$ cat src/rtl/laser_cover_score.sv
`default_nettype none
// ============================================================================
// Module      : laser_cover_score
// Description : Snoops the X/Y point stream and, on DONE, counts how many of
//               the stored points lie inside either of two circles.
// Revision    : 1.0 - initial release
// ============================================================================
module laser_cover_score #(
  parameter int N_POINTS = 40,
  parameter int COORD_W  = 4,
  parameter int R2       = 16
) (
  input  logic               CLK,
  input  logic               RST,
  input  logic               IN_VALID,
  input  logic [COORD_W-1:0] X,
  input  logic [COORD_W-1:0] Y,
  input  logic [COORD_W-1:0] C1X,
  input  logic [COORD_W-1:0] C1Y,
  input  logic [COORD_W-1:0] C2X,
  input  logic [COORD_W-1:0] C2Y,
  input  logic               DONE,
  output logic [5:0]         SCORE,
  output logic               SCORE_VALID,
  output logic               BUSY,
  output logic               ERR
);

  localparam int c_PTR_W   = (N_POINTS > 1) ? $clog2(N_POINTS) : 1;
  localparam int c_SQ_W    = 2 * COORD_W;
  localparam int c_D_W     = 2 * COORD_W + 1;
  localparam int c_SCORE_W = 6;

  localparam logic [c_PTR_W-1:0] c_LAST = c_PTR_W'(N_POINTS - 1);
  localparam logic [c_PTR_W-1:0] c_ONE  = c_PTR_W'(1);
  localparam logic [c_D_W-1:0]   c_R2   = c_D_W'(R2);

  typedef enum logic [2:0] {
    S_IDLE      = 3'd0,
    S_LOAD      = 3'd1,
    S_WAIT_DONE = 3'd2,
    S_EVAL      = 3'd3,
    S_REPORT    = 3'd4
  } state_t;

  state_t r_state;
  state_t w_next_state;

  logic [COORD_W-1:0]   r_px [N_POINTS];
  logic [COORD_W-1:0]   r_py [N_POINTS];
  logic [c_PTR_W-1:0]   r_wr_ptr;
  logic [c_PTR_W-1:0]   r_ev_ptr;
  logic [COORD_W-1:0]   r_cx [2];
  logic [COORD_W-1:0]   r_cy [2];
  logic [c_SCORE_W-1:0] r_acc;
  logic [c_SCORE_W-1:0] r_score;
  logic                 r_score_valid;
  logic                 r_err;

  logic                 w_store;
  logic [c_PTR_W-1:0]   w_wr_addr;
  logic [COORD_W-1:0]   w_ev_x;
  logic [COORD_W-1:0]   w_ev_y;
  logic [1:0]           w_in_circle;
  logic                 w_hit;

  // An aborted frame (DONE in LOAD) must not store the coincident point.
  assign w_store   = IN_VALID && ((r_state == S_IDLE) || ((r_state == S_LOAD) && !DONE));
  assign w_wr_addr = (r_state == S_IDLE) ? '0 : r_wr_ptr;

  assign w_ev_x = r_px[r_ev_ptr];
  assign w_ev_y = r_py[r_ev_ptr];

  generate
    for (genvar g = 0; g < 2; g++) begin : g_circle
      logic [COORD_W-1:0] w_dx;
      logic [COORD_W-1:0] w_dy;
      logic [c_SQ_W-1:0]  w_sqx;
      logic [c_SQ_W-1:0]  w_sqy;
      logic [c_D_W-1:0]   w_dist;

      assign w_dx   = (w_ev_x >= r_cx[g]) ? (w_ev_x - r_cx[g]) : (r_cx[g] - w_ev_x);
      assign w_dy   = (w_ev_y >= r_cy[g]) ? (w_ev_y - r_cy[g]) : (r_cy[g] - w_ev_y);
      assign w_sqx  = c_SQ_W'(w_dx) * c_SQ_W'(w_dx);
      assign w_sqy  = c_SQ_W'(w_dy) * c_SQ_W'(w_dy);
      assign w_dist = c_D_W'(w_sqx) + c_D_W'(w_sqy);
      assign w_in_circle[g] = (w_dist <= c_R2);
    end
  endgenerate

  // A point inside both circles still counts once.
  assign w_hit = |w_in_circle;

  always_ff @(posedge CLK or posedge RST) begin
    if (RST) begin
      r_state <= S_IDLE;
    end else begin
      r_state <= w_next_state;
    end
  end

  always_comb begin
    w_next_state = r_state;
    case (r_state)
      S_IDLE: begin
        if (IN_VALID) begin
          w_next_state = (N_POINTS == 1) ? S_WAIT_DONE : S_LOAD;
        end
      end
      S_LOAD: begin
        if (DONE) begin
          w_next_state = S_IDLE;
        end else if (IN_VALID && (r_wr_ptr == c_LAST)) begin
          w_next_state = S_WAIT_DONE;
        end
      end
      S_WAIT_DONE: begin
        if (DONE) begin
          w_next_state = S_EVAL;
        end
      end
      S_EVAL: begin
        if (r_ev_ptr == c_LAST) begin
          w_next_state = S_REPORT;
        end
      end
      S_REPORT: w_next_state = S_IDLE;
      default:  w_next_state = S_IDLE;
    endcase
  end

  // Point store is deliberately left out of reset.
  always_ff @(posedge CLK) begin
    if (w_store) begin
      r_px[w_wr_addr] <= X;
      r_py[w_wr_addr] <= Y;
    end
  end

  always_ff @(posedge CLK or posedge RST) begin
    if (RST) begin
      r_wr_ptr      <= '0;
      r_ev_ptr      <= '0;
      r_acc         <= '0;
      r_score       <= '0;
      r_score_valid <= 1'b0;
      r_err         <= 1'b0;
      for (int i = 0; i < 2; i++) begin
        r_cx[i] <= '0;
        r_cy[i] <= '0;
      end
    end else begin
      r_score_valid <= 1'b0;
      case (r_state)
        S_IDLE: begin
          if (IN_VALID) begin
            r_wr_ptr <= c_ONE;
            r_err    <= 1'b0;
          end
        end
        S_LOAD: begin
          if (DONE) begin
            r_err    <= 1'b1;
            r_wr_ptr <= '0;
          end else if (IN_VALID) begin
            r_wr_ptr <= r_wr_ptr + c_ONE;
          end
        end
        S_WAIT_DONE: begin
          if (DONE) begin
            r_cx[0]  <= C1X;
            r_cy[0]  <= C1Y;
            r_cx[1]  <= C2X;
            r_cy[1]  <= C2Y;
            r_acc    <= '0;
            r_ev_ptr <= '0;
          end
        end
        S_EVAL: begin
          r_acc    <= r_acc + c_SCORE_W'(w_hit);
          r_ev_ptr <= (r_ev_ptr == c_LAST) ? '0 : (r_ev_ptr + c_ONE);
        end
        S_REPORT: begin
          r_score       <= r_acc;
          r_score_valid <= 1'b1;
        end
        default: ;
      endcase
    end
  end

  assign SCORE       = r_score;
  assign SCORE_VALID = r_score_valid;
  assign ERR         = r_err;
  assign BUSY        = (r_state == S_LOAD) || (r_state == S_WAIT_DONE) || (r_state == S_EVAL);

endmodule
`default_nettype wire
$ cat config.mk
export PLATFORM = sky130hd
export DESIGN_NAME = laser_cover_score
export DESIGN_NICKNAME = d
export VERILOG_FILES = /design/src/rtl/laser_cover_score.sv
export SDC_FILE = /design/constraint.sdc
export NUM_CORES = 1
export LEC_CHECK = 0
export BUFFER_PORTS_ARGS = -buffer_cell sky130_fd_sc_hd__buf_2
export CAP_MARGIN = 30
export CORE_MARGIN = 8
export CORE_UTILIZATION = 60
export CTS_CLUSTER_DIAMETER = 40
export DETAILED_ROUTE_END_ITERATION = 7
export PLACE_DENSITY_LB_ADDON = 0.3
export SLEW_MARGIN = 5
export SYNTH_ARGS = -nofsm -noshare
export SYNTH_HDL_FRONTEND = slang
export SYNTH_SLANG_ARGS = --single-unit
export TNS_END_PERCENT = 20
$ cat constraint.sdc
create_clock -name CLK -period 9.2 [get_ports CLK]
set_input_delay 1.84 -clock CLK [delete_from_list [all_inputs] [get_ports CLK]]
set_output_delay 1.84 -clock CLK [all_outputs]
set_load 0.05 [all_outputs]
# Word level (Yosys, flattened, before mapping)
# Memory sizes are Yosys's and may differ from the RTL's.
# Index checks and enable logic that the tools add are counted.
[totals]
reg_bits = 45
latchBits = 0
ram_bits = 320
romBits = 0
in_bits = 28
wordCells = 89
mem_count = 2
[memory_table]
columns = ["name", "words", "width", "rd", "rd_ports_with_merged_regs", "wr", "line", "text"]
rows = [
  ["r_px", 40, 4, 1, 0, 1, "49", "logic [COORD_W-1:0] r_px [N_POINTS];"],
  ["r_py", 40, 4, 1, 0, 1, "50", "logic [COORD_W-1:0] r_py [N_POINTS];"],
]
[op_classes]
n_addsub = 13
multipliers = 4
div = 0
magnitude_cmp = 6
eq_ne = 12
shift = 0
mux = 25
bitwise = 0
n_reduce_logical = 16
[ops]
columns = ["op", "n"]
rows = [
  ["2-to-1 mux 6 bit", 6],
  ["case mux 6 bit (2 select lines)", 3],
  ["multiplier 4 x 4 -> 8 bit", 4],
  ["subtractor 4 bit", 8],
  ["adder 8 x 8 -> 9 bit", 2],
  ["<= comparator 9 x 5 -> 1 bit (second input constant)", 2],
  ["greater-or-equal comparator 4 bit", 4],
  ["2-to-1 mux 4 bit", 4],
  ["2-to-1 mux 3 bit", 5],
  ["adder 6 x 1 -> 6 bit (second input constant)", 2],
  ["== test 6 bit (second input constant)", 2],
  ["case mux 3 bit (4 select lines)", 1],
  ["inequality test 2 bit (second input constant)", 4],
  ["adder 6 x 1 -> 6 bit", 1],
  ["== test 3 x 2 -> 1 bit (second input constant)", 2],
  ["AND reduction 3 bit", 2],
  ["2-to-1 mux 1 bit", 5],
  ["AND reduction 2 bit", 2],
  ["AND reduction 4 bit", 1],
  ["nonzero test 2 bit", 2],
  ["== test 3 x 1 -> 1 bit (second input constant)", 1],
  ["== test 3 bit (second input constant)", 1],
  ["logical AND 1 bit", 3],
  ["logical NOT 3 bit", 1],
  ["other kinds (6)", 8],
]

# Longest topological paths before layout
# Gate-level depths: netlist (run 1).
# An unclocked memory read counts as a cell.
[depth]
word_depth = 9
depth_mapped = 35
ltp_nobuf = 32

# Least setup slack after synthesis (run 1)
# No wires, ideal clock.
[synth_path]
kind = "reg2reg"
from = "register r_ev_ptr[0]"
to = "register r_acc[4]"
setup_ns = 0.127
arrival_time_ns = 7.146
required_ns = 9.073
slack_ns = 1.927
stages_incl_launch_ff = 30
path_buffers = 2
period_less_slack_ns = 7.273
path_cell_list = "dfrtp_1 -> buf_6 -> buf_2 -> mux4_2 -> a22oi_1 -> o311ai_1 -> a31oi_1 -> ha_1 -> inv_1 -> fa_1 -> a21o_1 -> a21oi_1 -> o21ai_0 -> o32ai_1 -> nand2b_1 -> fa_1 -> fa_1 -> fa_1 -> inv_1 -> fa_1 -> ha_1 -> inv_1 -> fa_1 -> a31oi_1 -> o41ai_1 -> ha_1 -> ha_1 -> nand4_1 -> nand3b_1 -> o21ai_0"
[synth_via]
elab_chain_cells = 9
elab_cells_between_ends = 29
cone_classes = "add/sub: 11; mul: 4; order compare: 6; mux: 5; reduce/logical: 1; memory: 2"
[synth_rtl]
columns = ["item", "line", "text"]
rows = [
  ["start: declaration", "52", "logic [c_PTR_W-1:0] r_ev_ptr;"],
  ["start signal: assignment", "181", "r_ev_ptr <= (r_ev_ptr == c_LAST) ? '0 : (r_ev_ptr + c_ONE);"],
  ["memory (40 x 4 bit) (on tied branches)", "n/a", ""],
  ["subtractor 4 bit, or another cell as far along", "82", "assign w_dx = (w_ev_x >= r_cx[g]) ? (w_ev_x - r_cx[g]) : (r_cx[g] - w_ev_x);"],
  ["2-to-1 mux 4 bit (on tied branches)", "82, 83", ""],
  ["multiplier 4 x 4 -> 8 bit (on tied branches)", "84, 85", ""],
  ["adder 8 x 8 -> 9 bit", "86", "assign w_dist = c_D_W'(w_sqx) + c_D_W'(w_sqy);"],
  ["<= comparator 9 x 5 -> 1 bit", "87", "assign w_in_circle[g] = (w_dist <= c_R2);"],
  ["OR reduction 2 bit (*)", "92", "assign w_hit = |w_in_circle;"],
  ["adder 6 x 1 -> 6 bit (*)", "180", "r_acc <= r_acc + c_SCORE_W'(w_hit);"],
  ["case mux 6 bit (2 select lines) (*)", "154", "case (r_state)"],
  ["end signal: assignment", "180", ""],
  ["end: declaration", "55", "logic [c_SCORE_W-1:0] r_acc;"],
]
# Every way passes the cells marked *; elsewhere a longest branch is shown, timed or not.
# A chain may end at the register's enable or synchronous reset.

# Worst setup path after layout (run 1)
# Same ends and word-level chain as after synthesis.

==> reports/results.ini, run 1 <==
[status]
outcome=complete, no violations

[timing]
relSlewSlack_pct=36.68
fin_setup_tns_ns=0
finalCritPeriodShare_pct=91.70
hold_viol_final=0
period_needed_ns=8.437
final.setup_skew_ns=0.02066
fmax_ghz=0.1185
final-setup-viol-count=0
rsz0062_at_grt=false
whs_ns=0.4911
worst_pin_slew_ns=0.9463
maxSlewViolCount=0

[finish]
area_delta_synth_final_pct=11.93
n_antenna_cell=0
drive_above_1_share_pct=18.08
final_cells=1601
nNetsFinal=1307

[drt]
drtAntennaViolNets=0
viasPerCell=6.169
first_iter_violations=988
drtPass1Iterations=5
dr_total_vias=9877
wl_um=36640
drc=0
wl_per_cell_um=22.89

[placement]
port_buffers=36
post-place-cells=1520
dp_hpwl_um=24080
place_congestion=0.8855

[hold_path]
hp-start=r_acc[5]$_DFFE_PP0P_
holdCritPathClass=reg -> reg
hold_depth=1
min_to=r_acc[5]$_DFFE_PP0P_

[yosys]
synth_edf_count=320
ys.flop_type=edfxtp_1
yosysMostFrequentCell=edfxtp_1
synth_simple_gate_area_share_pct=6.790
postSynthAreaPerCell_um2=15.13
ys_seq_elements=365
yosys-top-cells-count=320 x edfxtp_1, 95 x nor2_1, 72 x inv_1
async_reset_ff_share_pct=12.33
synthCells=1133
netlist.area_leader.share_pct=56.07
synthAdderAreaFrac_pct=8.323
yosysUniqueCellTypes=64
synth_xor_xnor_area_share_pct=0.7155
yosysTopAreaCell=edfxtp_1
synth_area_leaders=edfxtp_1 56%, mux4_2 8.7%, dfrtp_1 6.6%, ha_1 4.8%, fa_1 3.5%
synth_mux_area_share_pct=11.59
synth_nets=1257
synth_compound_area_share_pct=6.950
synth_top_family_by_area=multiplexers
yosysWarnings=0
ys_seq_area_share_pct=62.64
syn_area_mm2=0.01714

[global_route]
overflow=0
grt.total_usage_pct=22.00
grt_pass1_vias=10180
antenna_found_initial=0
grt_pass1_wl_um=57280
grt_max_degree=41

[floorplan]
rows=62
die_y_um=185.0
die_x_um=185.0
dieArea_mm2=0.03423
ios=37
core_area_mm2=0.02839
initial_core_util_pct=60.36

[setup_path]
reg2reg_from=r_ev_ptr[0]$_DFFE_PP0P_
r2r-end=r_acc[4]$_DFFE_PP0P_
cpMaxStageDelayCell=dfrtp_4
critical-path-top-cell-by-count=fa_1
reg2reg_depth=28
cp_max_fo=36
cp-start-kind=register
reg2reg_slack_ns=0.76
critical_path_class=reg -> reg
cp-end-kind=register
max_stage_delay_ns=0.86
crit_arrival_ns=8.86
required_ns=9.63

[cts]
clk_path_buf_depth=3
worstSkewPairLatency_ns=0.55
cts_buffers=45
clock-sinks=365
root_buffer=clkbuf_16
cts_hold_buffers=0
h-tree-depth=2
clk_pin_slew_ns=0.05
cts_tree=built
postCtsSetupRepairBufs=0
cts_resized=0

[job]
max_cap_violations=0

## how the worst max path moves through the flow
| stage | slack, ns | depth (start not counted) | start | to |
|---|---|---|---|---|
| after global routing | 0.22 | 28 | r_ev_ptr[0]$_DFFE_PP0P_ | r_acc[4]$_DFFE_PP0P_ |
| after global placement | 0.84 | 28 | r_ev_ptr[0]$_DFFE_PP0P_ | r_acc[2]$_DFFE_PP0P_ |
| after floorplan | 1.93 | 29 | r_ev_ptr[0]$_DFFE_PP0P_ | r_acc[4]$_DFFE_PP0P_ |
| final | 0.76 | 28 | r_ev_ptr[0]$_DFFE_PP0P_ | r_acc[4]$_DFFE_PP0P_ |
| after CTS | 0.72 | 28 | r_ev_ptr[0]$_DFFE_PP0P_ | r_acc[4]$_DFFE_PP0P_ |
| after detailed placement | 0.73 | 28 | r_ev_ptr[0]$_DFFE_PP0P_ | r_acc[5]$_DFFE_PP0P_ |
## area by class of cell
cell class / count / area [µm²]
Clock inverter: 32 / 331.6
Tap cell: 384 / 480.5
Timing Repair Buffer: 51 / 327.8
Clock buffer: 49 / 1141
Multi-Input combinational cell: 648 / 5889
Inverter: 72 / 270.3
Fill cell: 1917 / 9210
Sequential cell: 365 / 10740
## state kept, by name, indices dropped and copies added (netlist names)
signal and count:
ERR 1, r_ev_ptr 6, r_state 3, r_acc 6
r_wr_ptr 6, r_px 160, r_cy 8, SCORE 6
r_cx 8, SCORE_VALID 1, r_py 160
## layout by cell type (no fill, tap or decap), drive strengths merged, types with 9 or more instances in the layout
cell type	instances
nor2b	31
inv	81
o22ai	9
a31oi	11
xor2	13
mux2i	33
clkinv	15
dfrtp	45
nand2b	14
mux2	15
a211oi	10
nor2	95
ha	66
a21o	12
a22oi	12
edfxtp	320
o21ai	49
clkbuf	49
fa	30
mux4	66
a21oi	24
nand2	59
buf	51
## kinds of logic after synthesis
family,after synthesis
DFF,365
and+or+nand+nor,246
AOI/OAI and AO/OA,178
buffers and inverters,120
muxes,114
adders and majority gates,96
xor gates and xnor gates,14
## metal layers
layer | track usage (%) | routed length [µm]
met1 | 29.00 | 14860
met2 | 36.65 | 17920
met3 | 3.550 | 2708
met4 | 8.259 | 1151
met5 | 0 | 0
## critical path, delay by kind of cell, from the launching register on
kind	cells	cell delay [ns]
AO/OA/AOI/OAI	9	2.03
adder cells (fa/ha/maj)	10	3.89
multiplexers	1	0.51
AND/OR/NAND/NOR	4	0.50
buffers and inverters	4	0.49
flip-flops	1	0.86
## through the flow
| step | worst slack (ns) | utilization [%] | area (µm²) |
|---|---|---|---|
| after detailed placement | 0.7253 | 62.37 | 17710 |
| after CTS | 0.7180 | 67.56 | 19180 |
| final | 0.7632 | 67.56 | 19180 |
| after global placement | 0.8407 | 62.29 | 17680 |
| after floorplan | 1.927 | - | 17140 |
| after global routing | 0.2159 | 67.56 | 19180 |
Power of run 1 is not shown: default switching activity piles up to over one toggle a cycle in this logic, so the estimate is an artifact.
==> run 2: changes to the inputs <==
--- a/config.mk
+++ b/config.mk
@@ -7,6 +7,7 @@
 export LEC_CHECK = 0
 export BUFFER_PORTS_ARGS = -buffer_cell sky130_fd_sc_hd__buf_2
 export CAP_MARGIN = 30
+export CORE_ASPECT_RATIO = 1.2
 export CORE_MARGIN = 8
 export CORE_UTILIZATION = 60
 export CTS_CLUSTER_DIAMETER = 40
==> run 2 against run 1 <==
Effect of this change: wire length is essentially flat; core utilization shrank 0.51 points; count of clock-buffer cells in the layout shrank 4; first-iteration DRC count is 2.8% lower; final cell count fell by 0.25%; hold slack better by 0.010 ns; critical path type unchanged.
==> reports/results.ini, run 2 (synthesized netlist as in run 1, its figures left out) <==
[cts]
clock-sinks=365  ; unchanged
cts_tree=built
root_buffer=clkbuf_16
h-tree-depth=2  ; unchanged
clk_path_buf_depth=3  ; unchanged
postCtsSetupRepairBufs=0  ; unchanged
cts_buffers=40  ; -11%
worstSkewPairLatency_ns=0.53  ; -0.02 ns
clk_pin_slew_ns=0.06  ; about the same

[floorplan]
rows=68  ; +9.7%
core_area_mm2=0.02842  ; about the same
ios=37  ; unchanged
initial_core_util_pct=60.31  ; about the same
die_x_um=170.3  ; -8.0%
dieArea_mm2=0.03425  ; about the same
die_y_um=201.1  ; +8.7%

[finish]
layout_common_cells=320 x edfxtp_1, 95 x nor2_1, 71 x inv_1
layout_commonest_cell=edfxtp_1
fin_area_mm2=0.01905  ; -0.67%
area_delta_synth_final_pct=11.18
n_fill_cell=1968  ; +2.7%
drive_above_1_share_pct=17.90  ; -0.17 points
n_antenna_cell=0  ; unchanged
nNetsFinal=1305  ; -0.15%
final_cells=1597  ; -0.25%
top_regs=r_px (160), r_py (160)

[timing]
maxSlewViolCount=0  ; unchanged
period_needed_ns=8.490  ; +0.05271 ns
whs_ns=0.5016  ; +0.01049 ns
final-setup-viol-count=0  ; unchanged
hold_viol_final=0  ; unchanged
fin_setup_tns_ns=0  ; unchanged
final.setup_skew_ns=0.01889  ; -0.001771 ns
worst_pin_slew_ns=0.8788  ; -0.06753 ns
finalCritPeriodShare_pct=92.28  ; +0.57 points
rsz0062_at_grt=false
relSlewSlack_pct=41.42  ; +4.7 points
fmax_ghz=0.1178  ; -0.62%

[drt]
wl_per_cell_um=22.93  ; +0.21%
drc=0  ; unchanged
dr_total_vias=9777  ; -1.0%
wl_um=36630  ; about the same
viasPerCell=6.122  ; -0.76%
drtPass1Iterations=5  ; unchanged
drtAntennaViolNets=0  ; unchanged
first_iter_violations=960  ; -2.8%

[setup_path]
critPathLaunch=r_ev_ptr[0]$_DFFE_PP0P_
cp_max_fo=33  ; -8.3%
cp-start-kind=register
cp-end-kind=register
crit_arrival_ns=8.93  ; +0.07 ns
required_ns=9.64  ; about the same
path_delay_family=adder cells
reg2reg_from=r_ev_ptr[0]$_DFFE_PP0P_
critical-path-top-cell-by-count=fa_1
critical_path_class=reg -> reg
cp_num_buf_inv=4  ; unchanged
cpMaxStageDelayCell=dfrtp_4
max_stage_delay_ns=0.74  ; -0.12 ns

[placement]
port_buffers=36  ; unchanged
post-place-cells=1524  ; +0.26%
dp_hpwl_um=24220  ; +0.58%
place_congestion=0.8618  ; -2.7%
placed_area_mm2=0.01774  ; +0.18%

[global_route]
grt_pass1_wl_um=57170  ; -0.19%
grt.total_usage_pct=21.88  ; -0.12 points
overflow=0  ; unchanged
grt_max_degree=41  ; unchanged
grt_pass1_vias=10110  ; -0.66%
antenna_found_initial=0  ; unchanged

[hold_path]
holdCritPathClass=reg -> reg
hp-start=SCORE[1]$_DFFE_PP0P_

[status]
outcome=complete, no violations

[job]
max_cap_violations=0  ; unchanged

==> run 2: repair_timing <==
item,in CTS,in global routing
resized for setup,0,1
setup endpoints to repair,0,2
hold buffers,0,0
==> run 2: area by class of cell <==
class	count	area, µm²	area share [%]
flip-flops and latches	365	10740	56.38
clock inverters	28	285.3	1.497
well taps	385	481.7	2.528
multi-input cells	648	5897	30.95
clock buffers	45	1020	5.352
repair buffers	54	357.8	1.878
inverters	72	270.3	1.418
==> run 2: stage by stage <==
step / utilization, % / worst slack, ns
after floorplan: - / 1.927
after global placement: 62.29 / 0.8554
after detailed placement: 62.43 / 0.5833
after CTS: 67.02 / 0.5625
after global routing: 67.05 / 0.05672
final: 67.05 / 0.7105
==> run 2: layer usage <==
layer / wire (µm) / share of wire (%) / GRT usage [%] / up-vias
met3: 2145 / 5.9 / 3.529 / 95
met1: 14570 / 40 / 27.82 / 4922
met2: 18450 / 50 / 36.66 / 369
met4: 1457 / 4.0 / 9.539 / 0
li1: - / - / - / 4391
met5: 0 / 0 / 0 / -
==> run 2: worst paths after layout <==
kind / endpoint / slack (ns) / cells past startpoint
worst min register to register: SCORE[1]$_DFFE_PP0P_ / 0.50 / 1
worst max-delay path: r_acc[4]$_DFFE_PP0P_ / 0.71 / 28
worst max register to register: r_acc[4]$_DFFE_PP0P_ / 0.71 / 28
max in group asynchronous: r_ev_ptr[2]$_DFFE_PP0P_ / 7.33 / 3
worst min-delay path: SCORE[1]$_DFFE_PP0P_ / 0.50 / 1
min in group asynchronous: SCORE[0]$_DFFE_PP0P_ / 1.35 / 2
Power of run 2 is left out for the same reason.
==> run 3: changes to the inputs <==
--- a/config.mk
+++ b/config.mk
@@ -8,7 +8,7 @@
 export BUFFER_PORTS_ARGS = -buffer_cell sky130_fd_sc_hd__buf_2
 export CAP_MARGIN = 30
 export CORE_ASPECT_RATIO = 1.2
-export CORE_MARGIN = 8
+export CORE_MARGIN = 2
 export CORE_UTILIZATION = 60
 export CTS_CLUSTER_DIAMETER = 40
 export DETAILED_ROUTE_END_ITERATION = 7
==> run 3 against run 2 <==
Effect of this change: core utilization up 1.2 points; via count up 0.91%; worst setup slack worse by 0.074 ns; first-iteration DRC count down 11%; non-clock buffer count unchanged; final cell count down 0.31%; die area down 13%; wire length up 0.27%; final area up 0.25%; clock skew down 0.0047 ns; highest routed layer unchanged; maximum frequency down 0.86%; critical path depth down 2.
==> reports/results.ini, run 3 (synthesized netlist as in run 1, its figures left out) <==
[setup_path]
required_ns=9.62  ; -0.02 ns
cp-end-kind=register
reg2reg_from=r_ev_ptr[0]$_DFFE_PP0P_
critical_path_class=reg -> reg
cp_num_buf_inv=3  ; -1
crit_arrival_ns=8.98  ; +0.05 ns
cpMaxStageDelayCell=dfrtp_4
path_delay_family=adder cells
max_stage_delay_ns=0.96  ; +0.22 ns
cp_max_fo=41  ; +24%
reg2reg_slack_ns=0.64  ; -0.07 ns
critical-path-top-cell-by-count=fa_1
r2r-end=r_acc[1]$_DFFE_PP0P_
cp-start-kind=register
reg2reg_depth=26  ; -7.1%

[drt]
wl_um=36730  ; +0.27%
drc=0  ; unchanged
first_iter_violations=852  ; -11%
wl_per_cell_um=23.07  ; +0.58%
drtAntennaViolNets=0  ; unchanged
dr_total_vias=9866  ; +0.91%
drtPass1Iterations=6  ; +1
viasPerCell=6.197  ; +1.2%

[status]
outcome=complete, no violations

[placement]
placed_area_mm2=0.01775  ; about the same
port_buffers=36  ; unchanged
dp_hpwl_um=24350  ; +0.52%
post-place-cells=1517  ; -0.46%
place_congestion=0.9067  ; +5.2%

[floorplan]
rows=67  ; -1.5%
initial_core_util_pct=61.21  ; +0.90 points
ios=37  ; unchanged
die_y_um=189.1  ; -6.0%
dieArea_mm2=0.02994  ; -13%
core_area_mm2=0.02800  ; -1.5%
die_x_um=158.3  ; -7.0%

[timing]
fin_setup_tns_ns=0  ; unchanged
final.setup_skew_ns=0.01416  ; -0.004729 ns
rsz0062_at_grt=false
finalCritPeriodShare_pct=93.08  ; +0.80 points
hold_viol_final=0  ; unchanged
worst_pin_slew_ns=0.9169  ; +0.03810 ns
whs_ns=0.4750  ; -0.02652 ns
fmax_ghz=0.1168  ; -0.86%
period_needed_ns=8.563  ; +0.07394 ns
relSlewSlack_pct=38.74  ; -2.7 points
maxSlewViolCount=0  ; unchanged
final-setup-viol-count=0  ; unchanged

[finish]
n_antenna_cell=0  ; unchanged
final_cells=1592  ; -0.31%
layout_common_cells=320 x edfxtp_1, 95 x nor2_1, 71 x inv_1
n_fill_cell=1898  ; -3.6%
drive_above_1_share_pct=17.97  ; +0.068 points
layout_commonest_cell=edfxtp_1
area_delta_synth_final_pct=11.45
nNetsFinal=1306  ; +0.077%
fin_area_mm2=0.01910  ; +0.25%
top_regs=r_px (160), r_py (160)

[cts]
cts_buffers=41  ; +2.5%
clk_pin_slew_ns=0.06  ; about the same
cts_hold_buffers=0  ; unchanged
cts_tree=built
postCtsSetupRepairBufs=0  ; unchanged
clock-sinks=365  ; unchanged
worstSkewPairLatency_ns=0.53  ; about the same
clk_path_buf_depth=3  ; unchanged
root_buffer=clkbuf_16
h-tree-depth=2  ; unchanged
cts_resized=0  ; unchanged

[job]
max_cap_violations=0  ; unchanged

[hold_path]
hold_depth=1  ; unchanged
holdCritPathClass=reg -> reg
hp-start=r_acc[5]$_DFFE_PP0P_
min_to=r_acc[5]$_DFFE_PP0P_

[global_route]
grt.total_usage_pct=25.20  ; +3.3 points
grt_pass1_vias=10110  ; -0.059%
grt_pass1_wl_um=56390  ; -1.4%
overflow=0  ; unchanged
antenna_found_initial=0  ; unchanged
grt_max_degree=42  ; +2.4%

-- run 3: worst max path at each step --
stage / start / to / cells past startpoint
finish: r_ev_ptr[0]$_DFFE_PP0P_ / r_acc[1]$_DFFE_PP0P_ / 26
global route: r_ev_ptr[0]$_DFFE_PP0P_ / r_acc[2]$_DFFE_PP0P_ / 26
CTS: r_ev_ptr[0]$_DFFE_PP0P_ / r_acc[1]$_DFFE_PP0P_ / 26
detailed placement: r_ev_ptr[0]$_DFFE_PP0P_ / r_acc[1]$_DFFE_PP0P_ / 26
global placement: r_ev_ptr[0]$_DFFE_PP0P_ / r_acc[1]$_DFFE_PP0P_ / 26
floorplan: r_ev_ptr[0]$_DFFE_PP0P_ / r_acc[4]$_DFFE_PP0P_ / 29
-- run 3: cell type report --
| class | count | area (µm²) | share of cell area, % |
|---|---|---|---|
| clock buffer | 51 | 1126 | 5.895 |
| clock inverter | 23 | 209.0 | 1.094 |
| inverter | 72 | 270.3 | 1.415 |
| multi-input combinational | 648 | 5889 | 30.83 |
| sequential | 365 | 10740 | 56.24 |
| tap | 379 | 474.2 | 2.483 |
| timing repair buffer | 54 | 390.4 | 2.044 |
-- run 3: per-layer routing --
layer | global-route usage [%] | vias up | part of all wire, %
li1 | - | 4403 | -
met1 | 34.14 | 4976 | 40
met2 | 40.15 | 397 | 49
met3 | 4.601 | 90 | 6.7
met4 | 11.57 | 0 | 4.3
met5 | 0 | - | 0
-- run 3: worst register-to-register path, delay by kind of cell (launching register included) --
kind | cells | cell delay [ns]
compound gates | 9 | 2.33
buf+inv | 3 | 0.16
flops | 1 | 0.96
simple gates | 2 | 0.23
fa+ha+maj | 10 | 3.87
mux | 2 | 0.90
-- run 3: metrics by stage --
stage / utilization [%] / worst slack (ns)
finish: 68.22 / 0.6365
global route: 68.22 / 0.1506
CTS: 68.15 / 0.6406
detailed placement: 63.38 / 0.6724
global placement: 63.16 / 0.8710
floorplan: - / 1.927
Power of run 3 is left out for the same reason.
